==> src/rtl/fetch_unit.sv <==
// fetch_unit: instruction prefetch stage for the IDIOT processor.
// Issues sequential reads over a req/ack memory handshake, buffers the
// returned {word, pc} pairs in a small FIFO and hands them to the IR path
// over valid/ready. A redirect flushes the FIFO and restarts fetching.
// Optional feature macro: FETCH_STALL_COUNT_EN (consumer-starvation counter).
module fetch_unit #(
    parameter int WIDTH = 16,
    parameter int DEPTH = 4
) (
    input  logic             clk,
    input  logic             reset,
    output logic             mem_req,
    output logic [WIDTH-1:0] mem_addr,
    input  logic             mem_ack,
    input  logic [WIDTH-1:0] mem_rdata,
    output logic             ir_valid,
    input  logic             ir_ready,
    output logic [WIDTH-1:0] ir_out,
    output logic [WIDTH-1:0] ir_pc,
    input  logic             redirect,
    input  logic [WIDTH-1:0] redirect_pc,
    output logic [15:0]      stall_count
);

    localparam int PTR_W = (DEPTH > 1) ? $clog2(DEPTH) : 1;
    localparam int CNT_W = $clog2(DEPTH + 1);
    localparam logic [CNT_W-1:0] DEPTH_CNT = CNT_W'(DEPTH);
    localparam logic [CNT_W-1:0] CNT_ONE   = 1;
    localparam logic [PTR_W-1:0] PTR_ONE   = 1;
    localparam logic [WIDTH-1:0] PC_ONE    = 1;

    typedef enum logic [1:0] {
        ST_IDLE = 2'd0,
        ST_REQ  = 2'd1,
        ST_DROP = 2'd2
    } state_t;

    state_t           state_q, state_d;
    logic [WIDTH-1:0] fetch_pc_q, fetch_pc_d;
    logic [WIDTH-1:0] mem_addr_q, mem_addr_d;
    logic [CNT_W-1:0] count_q, count_d;
    logic [CNT_W-1:0] count_after_push;
    logic [PTR_W-1:0] rd_ptr_q, rd_ptr_d;
    logic [PTR_W-1:0] wr_ptr_q, wr_ptr_d;
    logic             push;
    logic             pop;

    logic [WIDTH-1:0] word_q [DEPTH];
    logic [WIDTH-1:0] pc_q   [DEPTH];
    logic [DEPTH-1:0] wr_en;

    // A redirect flushes the head, so a same-cycle pop is meaningless.
    assign pop      = ir_valid && ir_ready && !redirect;
    assign ir_valid = (count_q != '0);
    assign mem_req  = (state_q != ST_IDLE);
    assign mem_addr = mem_addr_q;
    assign ir_out   = word_q[rd_ptr_q];
    assign ir_pc    = pc_q[rd_ptr_q];

    // Per-entry write strobes for the FIFO storage.
    for (genvar gi = 0; gi < DEPTH; gi++) begin : gen_wr_en
        assign wr_en[gi] = push && (wr_ptr_q == PTR_W'(gi));
    end

    // Request FSM: a request is only issued when a FIFO slot is guaranteed.
    always_comb begin
        state_d          = state_q;
        fetch_pc_d       = fetch_pc_q;
        mem_addr_d       = mem_addr_q;
        push             = 1'b0;
        count_after_push = count_q + CNT_ONE - (pop ? CNT_ONE : '0);
        case (state_q)
            ST_IDLE: begin
                // Late acks from an abandoned request are ignored here.
                if (!redirect && (count_q < DEPTH_CNT)) begin
                    state_d    = ST_REQ;
                    mem_addr_d = fetch_pc_q;
                end
            end
            ST_REQ: begin
                if (redirect) begin
                    // With a same-cycle ack the data is simply not pushed.
                    state_d = mem_ack ? ST_IDLE : ST_DROP;
                end else if (mem_ack) begin
                    push       = 1'b1;
                    fetch_pc_d = fetch_pc_q + PC_ONE;
                    if (count_after_push < DEPTH_CNT) begin
                        mem_addr_d = fetch_pc_q + PC_ONE;
                    end else begin
                        state_d = ST_IDLE;
                    end
                end
            end
            ST_DROP: begin
                // Outstanding request must complete before a new one starts.
                if (mem_ack) begin
                    state_d = ST_IDLE;
                end
            end
            default: state_d = ST_IDLE;
        endcase
        if (redirect) begin
            fetch_pc_d = redirect_pc;
        end
    end

    // FIFO occupancy and pointer bookkeeping; redirect empties the FIFO.
    always_comb begin
        count_d  = count_q;
        rd_ptr_d = rd_ptr_q;
        wr_ptr_d = wr_ptr_q;
        if (redirect) begin
            count_d  = '0;
            rd_ptr_d = '0;
            wr_ptr_d = '0;
        end else begin
            if (push) begin
                wr_ptr_d = wr_ptr_q + PTR_ONE;
            end
            if (pop) begin
                rd_ptr_d = rd_ptr_q + PTR_ONE;
            end
            count_d = count_q + (push ? CNT_ONE : '0) - (pop ? CNT_ONE : '0);
        end
    end

    // Control state registers.
    always_ff @(posedge clk) begin
        if (reset) begin
            state_q    <= ST_IDLE;
            fetch_pc_q <= '0;
            mem_addr_q <= '0;
            count_q    <= '0;
            rd_ptr_q   <= '0;
            wr_ptr_q   <= '0;
        end else begin
            state_q    <= state_d;
            fetch_pc_q <= fetch_pc_d;
            mem_addr_q <= mem_addr_d;
            count_q    <= count_d;
            rd_ptr_q   <= rd_ptr_d;
            wr_ptr_q   <= wr_ptr_d;
        end
    end

    // FIFO storage; cleared on reset so ir_out/ir_pc start at zero.
    always_ff @(posedge clk) begin
        if (reset) begin
            for (int i = 0; i < DEPTH; i++) begin
                word_q[i] <= '0;
                pc_q[i]   <= '0;
            end
        end else begin
            for (int i = 0; i < DEPTH; i++) begin
                if (wr_en[i]) begin
                    word_q[i] <= mem_rdata;
                    pc_q[i]   <= mem_addr_q;
                end
            end
        end
    end

`ifdef FETCH_STALL_COUNT_EN
    logic [15:0] stall_count_q, stall_count_d;

    // Count cycles where the consumer wants a word but none is available.
    always_comb begin
        stall_count_d = stall_count_q;
        if (ir_ready && !ir_valid && (stall_count_q != 16'hFFFF)) begin
            stall_count_d = stall_count_q + 16'd1;
        end
    end

    // Starvation counter register; only reset clears it.
    always_ff @(posedge clk) begin
        if (reset) begin
            stall_count_q <= 16'd0;
        end else begin
            stall_count_q <= stall_count_d;
        end
    end

    assign stall_count = stall_count_q;
`else
    assign stall_count = 16'd0;
`endif

endmodule

==> config.mk <==
export PLATFORM = sky130hd
export DESIGN_NAME = fetch_unit
export DESIGN_NICKNAME = d
export VERILOG_FILES = /design/src/rtl/fetch_unit.sv
export SDC_FILE = /design/constraint.sdc
export NUM_CORES = 1
export LEC_CHECK = 0
export BUFFER_PORTS_ARGS = -buffer_cell sky130_fd_sc_hd__buf_4
export CELL_PAD_IN_SITES_DETAIL_PLACEMENT = 0
export CELL_PAD_IN_SITES_GLOBAL_PLACEMENT = 1
export CORE_ASPECT_RATIO = 1.75
export CORE_MARGIN = 4
export CORE_UTILIZATION = 38
export CTS_CLUSTER_DIAMETER = 80
export DETAILED_ROUTE_END_ITERATION = 8
export PLACE_DENSITY_LB_ADDON = 0.1
export SLEW_MARGIN = 20
export SYNTH_ARGS = -nofsm -noshare
export SYNTH_HDL_FRONTEND = slang
export SYNTH_SLANG_ARGS = --single-unit
==> constraint.sdc <==
create_clock -name clk -period 6.75 [get_ports clk]
set_input_delay 1.35 -clock clk [delete_from_list [all_inputs] [get_ports clk]]
set_output_delay 1.35 -clock clk [all_outputs]
set_load 0.03 [all_outputs]
==> impl_metrics.json <==
{
  "floorplan.die_area_mm2": 0.0235,
  "layout-area-overhead-vs-synth_pct": 18.0,
  "detail_route.wl_per_cell_um": 19.5,
  "synth_simple_gate_area_share_pct": 16.7,
  "post-dp-hpwl_um": 11600,
  "cts_htree_levels": 4,
  "synth-warning-count": 0,
  "critPathCaptureType": "flop",
  "irDropWorstVdd_v": 0.000139,
  "num_antenna_cells": 0,
  "routabilityCongestion": 0.795,
  "min_period_over_period_pct": 52.6,
  "final.setup.tns_ps": 0,
  "cts_setup_buffers": 0,
  "first_global_vias": 5204,
  "cp-start-kind": "input pin",
  "report.final.setup_viol": 0,
  "sequential_area_share_after_synthesis_pct": 59.0,
  "number_of_antenna_violations_at_the_first_check_in_global_routing": 0,
  "route.met2.wl_um": 10300,
  "coreArea_mm2": 0.0205,
  "grt_max_degree": 40,
  "setup_ws_ps": 3200,
  "layout_cells_sized_above_1_pct": 24.3,
  "grt_first_pass_wirelength_um": 29400,
  "final_antenna_net_count": 0,
  "worst_ep_arrival_time_ps": 3860,
  "report.final.hold_viol_count": 0,
  "clock_insertion_delay_worst_skew_ps": 420,
  "detailroute.via_count": 4856,
  "total_power_mw": 2.45,
  "most_frequent_cells_in_the_layout": "132 x and2_1, 128 x edfxtp_1, 98 x buf_4",
  "achievable-frequency_mhz": 282,
  "worstMarginPinSlew_ps": 943,
  "route.top_layer_used": "met4",
  "die_w_um": 118,
  "fin_crit_ps": 3550,
  "cap_viol_max_count": 0,
  "remaining_drc_errors": 0,
  "synth_compound_area_share_pct": 6.40,
  "routedLengthMet1_um": 7280,
  "drt-vias-per-instance": 5.15,
  "synth-xor-area-share_pct": 2.97,
  "netlist_instances": 611,
  "most_common_cell_after_layout_fill_and_taps_aside": "and2_1",
  "nets_finish": 727,
  "globalRouteOverflowTotal": 0,
  "synth_enable_flop_cells": 128,
  "combinational_family_with_the_most_area_after_synthesis": "simple AND/OR/NAND/NOR gates",
  "post_synth_instance_area_mm2": 0.00798,
  "initial_utilization_pct": 39.0,
  "num_rows": 69,
  "preCtsSetupSlack_ps": 2750,
  "post_cts_resize_count": 0,
  "detail_route.iter0.violations": 312,
  "synth-async-reset-ratio_pct": 0,
  "synthMuxAreaShare_pct": 9.16,
  "cts.hold.buffers_added": 0,
  "synth_cell_types": 49,
  "number_of_search_and_repair_iterations_in_the_first_detailed_routing_pass": 4,
  "dominantRegCellSynth": "edfxtp_1",
  "setup_repair_after_global_routing_missed_its_margin": "false",
  "finalClockSkew_ps": 5.95,
  "synth_seq_cells": 171,
  "grt_usage_pct": 16.3,
  "hold-path-cell-count": 2,
  "crit_path_max_fanout": 23,
  "cts_root_buffer": "clkbuf_16",
  "holdCritPathClass": "reg -> reg",
  "die_h_um": 200,
  "cts.reportedPaths.clkPinSlew_ps": 60,
  "worst_path_required_time_ps": 7060,
  "io_pins": 103,
  "worstSetupPathType": "in -> reg",
  "clock_tree_from_tritoncts": "built",
  "cts-buffers-inserted": 17,
  "clock_sink_count": 171,
  "cellLeakagePower_nw": 3.48,
  "synth_fa_ha_area_share_pct": 1.35,
  "power-per-cell-area_mw_per_mm2": 261,
  "routed_wirelength_um": 18400,
  "worst_slew_margin_rel_pct": 37.1,
  "report.final.slew_viol_count": 0,
  "syn_avg_cell_area_um2": 13.1,
  "worst-r2r-cell-count": 11,
  "clockBufferDepth": 2,
  "hold-worst-slack_ps": 519,
  "wl_met3_um": 544,
  "run_status": "completed",
  "port_buffers": 86
}
metal layers:
layer	GRT usage [%]	vias to the layer above
met5	0	-
met4	5.26	0
met2	31.2	101
li1	-	2345
met1	18.4	2394
met3	3.06	16
per-stage QoR:
stage / utilization, % / cells / area [um^2]
finish: 46.0 / 943 / 9410
detailed placement: 42.9 / 911 / 8780
global placement: 42.9 / 911 / 8780
CTS: 46.0 / 943 / 9410
floorplan: - / 626 / 8030
global route: 46.0 / 943 / 9410
report_power, final:
part | internal, mW | switching (mW) | total, mW
sequential | 1.17 | 0.0356 | 1.21
combinational | 0.0759 | 0.125 | 0.200
clock | 0.650 | 0.397 | 1.05
total | 1.90 | 0.557 | 2.45
layout make-up:
type / count / area, um^2
Tap cell: 248 / 310
Inverter: 12 / 45.0
Clock buffer: 22 / 474
Timing Repair Buffer: 98 / 736
Sequential cell: 171 / 4710
Multi-Input combinational cell: 382 / 2980
Clock inverter: 10 / 164
Fill cell: 1841 / 11000
final timing paths:
check / start / end / slack [ps]
setup / recovery: mem_ack / count_q[2] / 3200
hold / removal: rd_ptr_q[1] / flop / 520
setup reg to reg: state_q[0] / count_q[2] / 3670
hold reg to reg: rd_ptr_q[1] / flop / 520
worst max-delay path: stages:
cell and delay (ps):
buf_4 120, nand3b_1 510, nor2_1 240, buf_4 300, inv_1 80, ha_1 280, inv_1 40, ha_1 180
fa_1 380, xnor2_1 180, xnor2_1 140, nor2_1 50
cells in the mapped netlist, types with 11 or more instances:
cell type / count / share of area, %
buf_4: 16 / 1.5
nand2_1: 14 / 0.66
dfxtp_1: 43 / 11
and2_1: 132 / 10
clkbuf_1: 32 / 1.5
edfxtp_1: 128 / 48
mux4_2: 32 / 9.0
nor3_1: 12 / 0.75
xnor2_1: 23 / 2.5
a211oi_1: 37 / 3.5
nor2_1: 29 / 1.4
inv_1: 11 / 0.52
state kept, by name (all words and copies together) (netlist names), named ones only:
signal / cells
wr_ptr_q: 2
state_q: 2
rd_ptr_q: 2
mem_addr: 16
pc_q: 64
fetch_pc_q: 16
word_q: 64
count_q: 3
cells by family after synthesis:
| family | Yosys count |
|---|---|
| AO/OA/AOI/OAI | 70 |
| XOR/XNOR | 27 |
| adder cells (fa/ha/maj) | 8 |
| buffers and inverters | 73 |
| flip-flops | 171 |
| multiplexers | 33 |
| other | 1 |
| AND/OR/NAND/NOR | 228 |
Note: power is estimated with default switching activity, not from simulation.
